**src/rtl/cordic_share_ctrl_pkg.sv**
```systemverilog
// Shared types and constants for the CORDIC sharing controller.
//   state_e      : controller FSM state encoding
//   DATA_W_DEF   : default operand/result width (signed Q0.7)
//   TIMEOUT_DEF  : default WAIT cycle budget before abort
//   CORE_LATENCY : nominal latency of the external iterative core
package cordic_ctrl_pkg;

  localparam int unsigned DATA_W_DEF   = 8;
  localparam int unsigned TIMEOUT_DEF  = 32;
  localparam int unsigned CORE_LATENCY = 11;

  typedef enum logic [1:0] {
    ST_IDLE  = 2'd0,
    ST_ISSUE = 2'd1,
    ST_WAIT  = 2'd2,
    ST_RESP  = 2'd3
  } state_e;

endpackage

```
**src/rtl/cordic_rr_arb.sv**
```systemverilog
// Two-way round-robin arbiter.
//   req  : request vector (bit n = channel n valid)
//   last : channel served most recently
//   gnt  : one-hot grant, zero when nothing requests
module cordic_rr_arb (
  input  logic [1:0] req,
  input  logic       last,
  output logic [1:0] gnt
);

  // On a tie the channel that was not served last wins.
  always_comb begin
    gnt = req;
    if (req == 2'b11) begin
      gnt = last ? 2'b01 : 2'b10;
    end
  end

endmodule

```
**src/rtl/cordic_share_ctrl.sv**
```systemverilog
// Shares one external iterative CORDIC core between two requesters,
// one transaction in flight at a time, with a WAIT timeout.
//   clk_i, rstn_i                 : clock, async active-low reset
//   reqN_valid/ready/X/Z          : per-channel request handshake
//   rspN_valid/ready/X/Y/err      : per-channel response handshake
//   core_strb_o, core_X_o/Z_o     : core launch
//   core_valid_i, core_X_i/Y_i    : core result
//   busy_o, timeout_o             : not-idle, sticky abort flag
module cordic_share_ctrl
  import cordic_ctrl_pkg::*;
#(
  parameter int unsigned DATA_W         = DATA_W_DEF,
  parameter int unsigned TIMEOUT_CYCLES = TIMEOUT_DEF
) (
  input  logic              clk_i,
  input  logic              rstn_i,
  input  logic              req0_valid_i,
  output logic              req0_ready_o,
  input  logic [DATA_W-1:0] req0_X_i,
  input  logic [DATA_W-1:0] req0_Z_i,
  input  logic              req1_valid_i,
  output logic              req1_ready_o,
  input  logic [DATA_W-1:0] req1_X_i,
  input  logic [DATA_W-1:0] req1_Z_i,
  output logic              rsp0_valid_o,
  input  logic              rsp0_ready_i,
  output logic [DATA_W-1:0] rsp0_X_o,
  output logic [DATA_W-1:0] rsp0_Y_o,
  output logic              rsp0_err_o,
  output logic              rsp1_valid_o,
  input  logic              rsp1_ready_i,
  output logic [DATA_W-1:0] rsp1_X_o,
  output logic [DATA_W-1:0] rsp1_Y_o,
  output logic              rsp1_err_o,
  output logic              core_strb_o,
  output logic [DATA_W-1:0] core_X_o,
  output logic [DATA_W-1:0] core_Z_o,
  input  logic [DATA_W-1:0] core_X_i,
  input  logic [DATA_W-1:0] core_Y_i,
  input  logic              core_valid_i,
  output logic              busy_o,
  output logic              timeout_o
);

  localparam int unsigned     CNT_W   = $clog2(TIMEOUT_CYCLES + 1);
  localparam logic [CNT_W-1:0] CNT_MAX = CNT_W'(TIMEOUT_CYCLES);

  state_e            state;
  logic              owner;
  logic              last;
  logic [CNT_W-1:0]  cnt;
  logic [DATA_W-1:0] op_x, op_z, res_x, res_y;
  logic              err;
  logic              tmo;
  logic [1:0]        rsp_vld;
  logic [1:0]        rst_sync;
  logic              rst_n;
  logic [1:0]        gnt, rdy, rsp_rdy;
  logic              accept, acc_ch;

  // Assert asynchronously, release two edges after rstn_i rises.
  always_ff @(posedge clk_i or negedge rstn_i) begin
    if (!rstn_i) rst_sync <= 2'b00;
    else         rst_sync <= {rst_sync[0], 1'b1};
  end
  assign rst_n = rst_sync[1];

  cordic_rr_arb u_arb (
    .req  ({req1_valid_i, req0_valid_i}),
    .last (last),
    .gnt  (gnt)
  );

  // Ready only in IDLE and only for the granted (hence valid) channel.
  assign rdy     = (rst_n && state == ST_IDLE) ? gnt : 2'b00;
  assign accept  = |rdy;
  assign acc_ch  = rdy[1];
  assign rsp_rdy = {rsp1_ready_i, rsp0_ready_i};

  // Transaction FSM with its datapath registers.
  always_ff @(posedge clk_i or negedge rst_n) begin
    if (!rst_n) begin
      state   <= ST_IDLE;
      owner   <= 1'b0;
      last    <= 1'b1;
      cnt     <= '0;
      op_x    <= '0;
      op_z    <= '0;
      res_x   <= '0;
      res_y   <= '0;
      err     <= 1'b0;
      tmo     <= 1'b0;
      rsp_vld <= 2'b00;
    end else begin
      case (state)
        ST_IDLE: begin
          if (accept) begin
            owner <= acc_ch;
            op_x  <= acc_ch ? req1_X_i : req0_X_i;
            op_z  <= acc_ch ? req1_Z_i : req0_Z_i;
            state <= ST_ISSUE;
          end
        end
        ST_ISSUE: begin
          cnt   <= '0;
          state <= ST_WAIT;
        end
        ST_WAIT: begin
          if (core_valid_i) begin
            res_x   <= core_X_i;
            res_y   <= core_Y_i;
            err     <= 1'b0;
            rsp_vld <= owner ? 2'b10 : 2'b01;
            state   <= ST_RESP;
          end else if (cnt >= CNT_MAX - CNT_W'(1)) begin
            // Budget exhausted: abort with zero results; counter pins at max.
            cnt     <= CNT_MAX;
            res_x   <= '0;
            res_y   <= '0;
            err     <= 1'b1;
            tmo     <= 1'b1;
            rsp_vld <= owner ? 2'b10 : 2'b01;
            state   <= ST_RESP;
          end else begin
            cnt <= cnt + CNT_W'(1);
          end
        end
        ST_RESP: begin
          if ((rsp_vld & rsp_rdy) != 2'b00) begin
            last    <= owner;
            rsp_vld <= 2'b00;
            state   <= ST_IDLE;
          end
        end
        default: state <= ST_IDLE;
      endcase
    end
  end

  assign req0_ready_o = rdy[0];
  assign req1_ready_o = rdy[1];
  assign rsp0_valid_o = rsp_vld[0];
  assign rsp1_valid_o = rsp_vld[1];
  assign rsp0_err_o   = rsp_vld[0] & err;
  assign rsp1_err_o   = rsp_vld[1] & err;
  assign rsp0_X_o     = res_x;
  assign rsp0_Y_o     = res_y;
  assign rsp1_X_o     = res_x;
  assign rsp1_Y_o     = res_y;
  assign core_strb_o  = (state == ST_ISSUE);
  assign core_X_o     = op_x;
  assign core_Z_o     = op_z;
  assign busy_o       = (state != ST_IDLE);
  assign timeout_o    = tmo;

endmodule

```
**config.mk**
```make
export PLATFORM = sky130hd
export DESIGN_NAME = cordic_share_ctrl
export DESIGN_NICKNAME = d
export VERILOG_FILES = /design/src/rtl/cordic_share_ctrl_pkg.sv /design/src/rtl/cordic_rr_arb.sv /design/src/rtl/cordic_share_ctrl.sv
export SDC_FILE = /design/constraint.sdc
export NUM_CORES = 1
export LEC_CHECK = 0
export ABC_CLOCK_PERIOD_IN_PS = 2300
export CAP_MARGIN = 30
export CORE_ASPECT_RATIO = 0.5
export CORE_MARGIN = 5
export CORE_UTILIZATION = 37
export CTS_BUF_LIST = sky130_fd_sc_hd__clkbuf_16
export DETAILED_ROUTE_END_ITERATION = 8
export HOLD_SLACK_MARGIN = 0.06
export PLACE_DENSITY = 0.84
export SLEW_MARGIN = 10
export SYNTH_ARGS = -nofsm -noshare
export SYNTH_HDL_FRONTEND = slang
export SYNTH_SLANG_ARGS = --single-unit
```
**constraint.sdc**
```tcl
create_clock -name clk_i -period 2.3 [get_ports clk_i]
set_clock_uncertainty 0.1 [all_clocks]
set_input_delay 0.23 -clock clk_i [delete_from_list [all_inputs] [get_ports clk_i]]
set_output_delay 0.23 -clock clk_i [all_outputs]
set_load 0.01 [all_outputs]
```
**Yosys cells after proc, flatten, opt, wreduce, memory -nomap -nowiden**

Cells that the tools add are included.

- Input port bits: 55
- Flip-flop bits (word level): 48

- Reductions and logical operators: 15
- Order comparisons: 1
- Bitwise gates (word level): 4
- Multiplexer cells: 22
- Add/subtract/negate cells: 1
- Eq/ne operators: 8

Operator list:

| operator | count |
|---|---|
| two-way mux 8 bit | 5 |
| two-way mux 2 bit | 10 |
| two-way mux 6 bit | 2 |
| case mux 6 bit (2 select lines) | 1 |
| nonzero test 2 bit | 5 |
| AND reduction 3 bit | 3 |
| case mux 2 bit (4 select lines) | 1 |
| AND reduction 2 bit | 4 |
| adder 6 x 1 -> 6 bit (second input constant) | 1 |
| == test 2 bit (second input constant) | 3 |
| >= comparator 6 x 5 -> 1 bit (second input constant) | 1 |
| inequality test 2 bit (second input constant) | 3 |
| case mux 2 bit (2 select lines) | 1 |
| inequality test 3 bit (second input constant) | 1 |
| bitwise AND 1 bit | 2 |
| bitwise AND 2 bit | 1 |
| == test 2 x 1 -> 1 bit (second input constant) | 1 |
| zero test 2 bit | 1 |
| two-way mux 1 bit | 2 |
| OR reduction 2 bit | 1 |
| logical AND 1 bit | 1 |
| NOT 1 bit | 1 |

**Logic depth before layout (Yosys ltp)**

Gate-level depths: netlist (run 1).

- Word-level depth: 6
- Depth in mapped cells: 8
- Depth with buffers taken out: 5

**Modules after synthesis**

A second synthesis (run 1) with hierarchy kept.

- Cells, all modules: 202
- Area total of the unflattened synthesis: 2260.9 um^2

By module, submodules not included:

| module | area each (um^2) | instances | cells each |
|---|---|---|---|
| cordic_share_ctrl | 2242.2 | 1 | 199 |
| cordic_rr_arb | 18.8 | 1 | 3 |

**Worst setup path after synthesis (run 1)**

OpenSTA, ideal clock, no wires.

- Path type: register to register
- From: register rst_sync[1]
- To: register state[1]
- Data required time: 2.073 ns
- Stages on the path, launching flop included: 4
- Slack: -0.268 ns
- Arrival time: 2.341 ns
- Cell sequence: dfrtp_1 o21ai_0 a222oi_1 mux2_1

- Cells in the longest elaborated chain, start to end: 5

RTL lines:

| what | line | source |
|---|---|---|
| start, declared | cordic_share_ctrl.sv:56 | `logic [1:0] rst_sync;` |
| start signal, assigned | cordic_share_ctrl.sv:64 | `else rst_sync <= {rst_sync[0], 1'b1};` |
| logical AND 1 bit | cordic_share_ctrl.sv:75 | `assign rdy = (rst_n && state == ST_IDLE) ? gnt : 2'b00;` |
| two-way mux 2 bit | cordic_share_ctrl.sv:75 |  |
| OR reduction 2 bit | cordic_share_ctrl.sv:76 | `assign accept = \|rdy;` |
| inequality test 2 bit (no source line) | - |  |
| AND reduction 3 bit (no source line) | - |  |
| end signal, assigned | cordic_share_ctrl.sv:83 | `state <= ST_IDLE;` |
| end signal, assigned | cordic_share_ctrl.sv:101 | `state <= ST_ISSUE;` |
| end signal, assigned | cordic_share_ctrl.sv:106 | `state <= ST_WAIT;` |
| end, declared | cordic_share_ctrl.sv:48 | `state_e state;` |

No other way between the ends.
A chain may end at the register's enable or synchronous reset.

**Final worst setup path (run 1)**

- From: register state[1]
- To: output req0_ready_o

- Cells in the longest elaborated chain, start to end: 3

RTL lines:

| what | line | source |
|---|---|---|
| zero test 2 bit | cordic_share_ctrl.sv:75 |  |
| logical AND 1 bit | cordic_share_ctrl.sv:75 |  |
| two-way mux 2 bit | cordic_share_ctrl.sv:75 |  |
| end, declared | cordic_share_ctrl.sv:18 | `output logic req0_ready_o,` |

No other way between the ends.

==> out/metrics.csv, run 1 <==
metric;value;unit
worst_slack;0.0374;ns
ys_ff_latch;48;
cellLeakagePower;1.60;nW
fill_cells;529;
period_share;98.4;%
cts_setup_buffers;0;
rows;20;
rsz0062_at_grt;false;
dr.pass1.iters;4;
syn_to_final_growth;52.3;%
crit_buf_inv;2;
cp.arrival;1.93;ns
drt_wl_total;7.42;mm
cts_buffers;5;
vias_per_cell;5.22;
critical_path_required;1.97;ns
min_period;2.26;ns
drt_iter0_drc;167;
synth_flop_cell;dfrtp_1;
worst-path-max-fanout;7;
cellPowerDensity;1220;mW/mm²
setup_viol;0;
yosysUniqueCellTypes;41;
outcome;completed;
slew_headroom;65.2;%
syn-instance-count;237;
yosysWarnings;0;
place_worst_setup_slack;0.200;ns
hpwl;5.46;mm
vias;2224;
layout-drive-gt1-share;10.1;%
core-area;0.00621;mm²
detail-route-antenna-nets;0;
finalSetupTns;0;ns
drc_errors;0;
fmax;442;MHz
layout_commonest_cell;clkdlybuf4s50_1;
ir_drop;0.443;mV
crit_type;reg2out;
insertion_delay;0.29;ns
portBuffers;111;
die_h;67.3;µm
antenna_found_initial;0;
multi_input_area;0.00101;mm²
slew_violations;0;
hp-class;reg2async;
io_pins;112;
layout.nets;398;
clk_path_buf_depth;2;
critPathMaxStageDelay;0.60;ns
dieWidth;125;µm
synth_area;0.00243;mm²
n_antenna_cell;0;
die_area;0.00838;mm²
clk_pin_slew;0.07;ns
routedWlPerCell;17.4;µm
async_flop_share;100;%
avgSynthCellArea;10.2;µm²
max_cap_violations;0;
cts_tree;done;
whs;0.164;ns
startpoint_type;flop;
hold_viol_final;0;
ff_latch_area;0.00120;mm²
critPathSlowestCell;clkdlybuf4s50_1;
grt_pass1_vias;2348;
timing.critical_path.cells;inv_1 -> ha_4 -> nand3_1 -> a21oi_1 -> clkdlybuf4s50_1;
htreeDepth;2;
place.gp.congestion;0.810;
final_cell_mix;110 x clkdlybuf4s50_1, 46 x dfrtp_1, 36 x nand2_1, 23 x nand3_1, 18 x a22o_1;
grt_max_degree;27;
synth-seq-area-share;49.5;%
worst_setup_path_end_kind;output port;
overflow;0;
cts_root_buf;clkbuf_16;
cts_sinks;48;
worstMarginPinSlew;0.521;ns
syn-num-nets;298;
grt_pass1_wl;11.8;mm
synth-edff-count;0;
track_usage;17.2;%
initial_core_util;39.1;%
critical_path.top_delay_family;buffers and inverters;
[layer usage]
metal	routed length, µm	vias to the layer above	part of all wire [%]	global-route usage [%]
li1	-	1031	-	-
met1	2840	1105	38	19.4
met2	4160	75	56	34.3
met3	306	13	4.1	3.24
met4	108	0	1.5	4.51
met5	0	-	0	0
[kinds of logic (layout without fill, tap and decap cells)]
kind of cell / count (synthesis) / in the layout / share of synthesized area (%)
AND/OR/NAND/NOR: 80 / 80 / 15.9
other: 1 / 1 / 0.154
flip-flops: 48 / 48 / 49.5
AO/OA/AOI/OAI: 62 / 62 / 20.9
multiplexers: 2 / 2 / 0.876
buffers and inverters: 38 / 139 / 9.58
adder cells (fa/ha/maj): 6 / 6 / 3.09
[flip-flops by register name, indices dropped and copies added (netlist names)]
signal     cells
rsp_vld        2
err            1
rsp0_Y_o       8
core_X_o       8
owner          1
last           1
state          2
rst_sync       2
core_Z_o       8
timeout_o      1
cnt            6
rsp0_X_o       8
[power breakdown]
part | internal, mW | switching, mW | total (mW)
combinational | 1.27 | 1.03 | 2.30
clock | 0.399 | 0.320 | 0.719
sequential | 1.21 | 0.302 | 1.51
[timing repair]
item | CTS | global route
endpoints found under the setup margin | 2 | 1
endpoints found under the hold margin | 10 | 0
hold buffers | 2 | 0
resized for setup | 3 | 1
[metrics by stage]
stage,instance area [µm²],std cells,power [mW],utilization [%]
after floorplan,2430,237,2.71,-
after global placement,3520,416,3.69,56.7
after detailed placement,3520,416,3.80,56.7
after CTS,3700,426,4.55,59.6
after global routing,3700,426,4.81,59.6
final,3700,426,4.53,59.6
[worst paths after layout]
check                       startpoint            to  slack, ns  cells after the start
setup / recovery              state[1]  req0_ready_o       0.04                      5
max in group asynchronous  rst_sync[1]   core_Z_o[1]       1.19                      1
min in group clk_i         rst_sync[0]   rst_sync[1]       0.26                      0
setup reg to reg              state[0]      state[1]       0.35                      5
hold / removal             rst_sync[1]        cnt[5]       0.16                      1
hold reg to reg            rst_sync[1]        cnt[5]       0.16                      1
[cells in the mapped netlist (2+ instances only)]
library cell | n | share of area, %
buf_6 | 2 | 0.93
clkbuf_1 | 5 | 0.77
o211ai_2 | 8 | 4.1
a22o_1 | 18 | 6.5
nor2_1 | 4 | 0.62
nand2_1 | 36 | 5.6
inv_1 | 9 | 1.4
buf_4 | 19 | 5.9
o211ai_1 | 9 | 2.8
and2_1 | 4 | 1.0
ha_1 | 6 | 3.1
o21ai_0 | 8 | 1.6
dfrtp_1 | 47 | 48
buf_2 | 2 | 0.41
a21oi_1 | 6 | 1.2
nand3_1 | 23 | 4.7
o22ai_1 | 2 | 0.52
nand2b_1 | 3 | 0.77
and3_1 | 3 | 0.77
o21bai_1 | 2 | 0.62
[final cells by class]
class / instances / area share, %
clock buffers: 5 / 3.38
well taps: 88 / 2.98
inverters: 9 / 0.913
multi-input cells: 151 / 27.2
repair buffers: 122 / 32.5
clock inverters: 3 / 0.507
flip-flops and latches: 48 / 32.5
(Power assumes the default switching activity.)
==> run 2, diff against run 1 <==
CELL_PAD_IN_SITES_DETAIL_PLACEMENT = 0   (was unset)
CELL_PAD_IN_SITES_GLOBAL_PLACEMENT = 1   (was unset)
CORE_UTILIZATION = 27   (was 37)
PLACE_DENSITY = 0.83   (was 0.84)
==> run 2 against run 1 <==
  * Global-route usage fell by 3.4 points
  * Power fell by 1.0%
  * Final area rose by 0.54%
  * Non-clock buffer count did not move
  * Critical path type unchanged
  * Die area rose by 32%
==> out/metrics.csv, run 2 (synthesis gave the netlist of run 1 again) <==
metric;value;unit
slew_headroom;62.6;%
layout-drive-gt1-share;9.76;%
ir_drop;0.355;mV
reg2regPathDepth;5;
antenna_found_initial;0;
hpwl;5.68;mm
timing.rr.start;state[0];
routedWlPerCell;16.5;µm
dieWidth;144;µm
critical_path.startpoint;state[0];
total_power;4.48;mW
worst_setup_path_end_kind;output port;
drt_wl_total;7.49;mm
rows;24;
n_antenna_cell;0;
final_util;42.6;%
die_area;0.0111;mm²
critPathMaxStageDelay;0.41;ns
drc_errors;0;
hold_viol_final;0;
critical_path.top_delay_family;buffers and inverters;
finalSetupTns;0;ns
r2r_slack;0.28;ns
regToRegEndpoint;state[1];
track_usage;13.8;%
drt_iter0_drc;137;
max_cap_violations;0;
insertion_delay;0.29;ns
fmax;495;MHz
place.gp.congestion;0.736;
period_share;87.9;%
dr.pass1.iters;4;
cellPowerDensity;1210;mW/mm²
final_cell_mix;109 x clkdlybuf4s50_1, 46 x dfrtp_1, 36 x nand2_1, 23 x nand3_1, 18 x a22o_1;
vias;2169;
slew_violations;0;
hp-class;reg2async;
grt_pass1_vias;2336;
min_period;2.02;ns
startpoint_type;flop;
whs;0.195;ns
core-area;0.00874;mm²
worstSetupPathDepth;5;
rsz0062_at_grt;false;
cts_tree;done;
cts_sinks;48;
critPathSlowestCell;dfrtp_1;
place_area;0.00356;mm²
grt_max_degree;32;
layout.nets;398;
clk_pin_slew;0.06;ns
worst-path-max-fanout;7;
vias_per_cell;4.77;
layout_commonest_cell;clkdlybuf4s50_1;
outcome;completed;
cts_setup_buffers;0;
initial_core_util;27.8;%
finalInstanceArea;0.00372;mm²
htreeDepth;2;
crit_type;reg2out;
cts_buffers;5;
clk_path_buf_depth;2;
cellLeakagePower;1.61;nW
overflow;0;
cts_root_buf;clkbuf_16;
critical_path_required;1.97;ns
portBuffers;111;
crit_buf_inv;2;
timing.critical_path.cells;inv_1 -> ha_2 -> and3_1 -> and2_1 -> dlygate4sd2_1;
worstMarginPinSlew;0.561;ns
cp.arrival;1.69;ns
setup_viol;0;
detail-route-antenna-nets;0;
die_h;77.1;µm
syn_to_final_growth;53.1;%
grt_pass1_wl;12.3;mm
io_pins;112;
-- run 2: cell type report --
cell class | instances | area, µm²
timing repair buffer | 122 | 1200
fill | 809 | 5020
multi-input combinational | 151 | 996
tap | 117 | 146
clock inverter | 3 | 13.8
sequential | 48 | 1200
inverter | 9 | 33.8
clock buffer | 5 | 125
-- run 2: worst max-delay path by stage --
| stage | endpoint | slack [ns] |
|---|---|---|
| floorplan | state[1] | 0.27 |
| global placement | req1_ready_o | 0.29 |
| detailed placement | req1_ready_o | 0.24 |
| CTS | req0_ready_o | 0.01 |
| global route | state[1] | 0.15 |
| finish | req1_ready_o | 0.28 |
-- run 2: power by group --
part           switching [mW]  leakage (nW)  total [mW]  internal (mW)
Combinational            1.00         0.940        2.26           1.25
Clock                   0.322        0.0710       0.718          0.396
Sequential              0.301         0.597        1.51           1.21
Total                    1.62          1.61        4.48           2.86
-- run 2: stage by stage --
| step | instances | worst slack [ns] |
|---|---|---|
| floorplan | 237 | 0.267 |
| global placement | 445 | 0.286 |
| detailed placement | 445 | 0.241 |
| CTS | 455 | 0.00982 |
| global route | 455 | 0.145 |
| finish | 455 | 0.278 |
-- run 2: routing by layer --
layer  share of wire [%]  GRT usage (%)  routed length [µm]  vias to the layer above
met5                   0              0                   0                        -
met4                 1.7           4.14                 131                        0
met3                 2.8           2.42                 210                       11
met2                  54           24.9                4040                       44
met1                  41           16.6                3110                     1083
li1                    -              -                   -                     1031
-- run 2: repair_timing --
item	in CTS	in global routing
hold buffers	2	0
setup endpoints to repair	2	1
gates resized for setup	2	1
endpoints found under the hold margin	8	0
pin swaps	0	0
gates cloned	0	0
==> run 3, diff against run 2 <==
REMOVE_ABC_BUFFERS = 1   (was unset)
==> run 3 against run 2 <==
  * Final area up 0.77%
  * Count of clock-buffer cells in the layout unchanged
  * Combinational power about the same
  * Via count up 1.3%
  * Sequential cell count unchanged
  * Clock power up 0.7%
  * Sequential share of layout area down 0.25 points
  * Critical path depth unchanged
  * Cell count up 0.44%
  * Fmax down 7.2%
  * Worst setup slack worse by 0.16 ns
  * Non-clock buffer count up 2
  * Critical path type unchanged
==> out/metrics.csv, run 3 (synthesis gave the netlist of run 1 again) <==
metric;value;unit
cellLeakagePower;1.60;nW
cts_setup_buffers;0;
final_cell_mix;110 x clkdlybuf4s50_1, 46 x dfrtp_1, 36 x nand2_1, 23 x nand3_1, 18 x a22o_1;
dieWidth;144;µm
layout.nets;400;
drt_wl_total;7.25;mm
cts_buffers;5;
slew_headroom;65.6;%
n_antenna_cell;0;
die_h;77.1;µm
max_cap_violations;0;
startpoint_type;flop;
layout-drive-gt1-share;10.3;%
portBuffers;111;
crit_type;reg2out;
vias_per_cell;4.81;
grt_pass1_vias;2360;
layout_commonest_cell;clkdlybuf4s50_1;
setup_viol;0;
cts_sinks;48;
syn_to_final_growth;54.3;%
dp_cells;446;
overflow;0;
drc_errors;0;
vias;2197;
die_area;0.0111;mm²
drt_iter0_drc;77;
rsz0062_at_grt;false;
ir_drop;0.431;mV
hp-class;reg2async;
power.switching;1.63;mW
period_share;94.7;%
initial_core_util;27.8;%
htreeDepth;2;
grt_max_degree;28;
fmax;459;MHz
critPathMaxStageDelay;0.57;ns
slew_violations;0;
critical_path_required;1.97;ns
power_frac_clock;16.0;%
hold_viol_final;0;
cts_root_buf;clkbuf_16;
rows;24;
cts_tree;done;
final_cells;457;
io_pins;112;
insertion_delay;0.28;ns
clk_pin_slew;0.07;ns
routedWlPerCell;15.9;µm
outcome;completed;
grt_pass1_wl;12.2;mm
internal-power;2.88;mW
hpwl;5.39;mm
cp.arrival;1.85;ns
final_util;42.9;%
crit_buf_inv;2;
clk_path_buf_depth;2;
place.gp.congestion;0.779;
antenna_found_initial;0;
min_period;2.18;ns
cellPowerDensity;1200;mW/mm²
worstMarginPinSlew;0.516;ns
critPathSlowestCell;clkdlybuf4s50_1;
detail-route-antenna-nets;0;
dr.pass1.iters;4;
swShare;36.2;%
track_usage;13.6;%
critical_path.top_delay_family;buffers and inverters;
combPwrFrac;50.5;%
core-area;0.00874;mm²
worst-path-max-fanout;7;
timing.critical_path.cells;inv_1 -> ha_4 -> nand3_1 -> a21oi_1 -> clkdlybuf4s50_1;
r2r_slack;0.35;ns
seq_power_share;33.5;%
worst_setup_path_end_kind;output port;
[run 3: changes by cell type in the layout (fill, tap and decap cells not counted)]
cell,delta
clkinv_2,-1
inv_1,-1
buf_4,+1
inv_2,+1
ha_4,+1
clkdlybuf4s50_1,+1
ha_2,-1
inv_6,+1
dlygate4sd3_1,+1
dlymetal6s2s_1,-1
[run 3: worst register-to-register path: stages, from the launching register on]
cell and delay [ns]:
dfrtp_1 0.41, ha_1 0.32, nand4_2 0.18, a222oi_1 0.46
mux2_1 0.37
[run 3: worst paths after layout]
path	depth (start not counted)	start	end
hold / removal	0	rst_sync[1]	last
min in group clk_i	0	rst_sync[0]	rst_sync[1]
max in group asynchronous	1	rst_sync[1]	cnt[2]
setup reg to reg	4	cnt[0]	state[1]
hold reg to reg	0	rst_sync[1]	last
setup / recovery	5	state[1]	req0_ready_o
[run 3: metal layers]
layer | vias up | routed length, µm | global-route usage [%]
li1 | 1040 | - | -
met1 | 1081 | 3140 | 17.2
met2 | 68 | 3610 | 22.5
met3 | 8 | 400 | 4.60
met4 | 0 | 91 | 3.01
met5 | - | 0 | 0
[run 3: final cells by class]
type | instances | area, µm²
Clock buffer | 5 | 125
Inverter | 9 | 33.8
Tap cell | 117 | 146
Multi-Input combinational cell | 151 | 1010
Clock inverter | 3 | 17.5
Timing Repair Buffer | 124 | 1210
Fill cell | 844 | 4990
Sequential cell | 48 | 1200
[run 3: stage by stage]
step / power, mW / setup TNS (ns) / instance area [µm²] / hold WS (ns) / worst slack, ns
3_3_place_gp: 3.71 / 0 / 3560 / 0.0406 / 0.254
6_report: 4.51 / 0 / 3750 / 0.196 / 0.122
3_5_place_dp: 3.79 / 0 / 3560 / 0.0446 / 0.195
2_1_floorplan: 2.47 / -11.61 / 2230 / -0.166 / -0.648
5_1_grt: 4.83 / 0 / 3750 / 0.219 / 0.0177
4_1_cts: 4.55 / 0 / 3740 / 0.193 / 0.0435
[run 3: timing repair]
item / CTS / global route
setup endpoints to repair: 2 / 1
endpoints found under the hold margin: 4 / 0
resized for setup: 2 / 2
hold buffers: 3 / 0
[run 3: power groups by stage]
stage | Clock [mW] | Combinational (mW) | Sequential, mW
6_report | 0.723 | 2.28 | 1.51
5_1_grt | 0.783 | 2.48 | 1.57
2_1_floorplan | 0 | 0.793 | 1.68
3_3_place_gp | 0 | 2.21 | 1.50
3_5_place_dp | 0 | 2.28 | 1.51
4_1_cts | 0.747 | 2.29 | 1.51
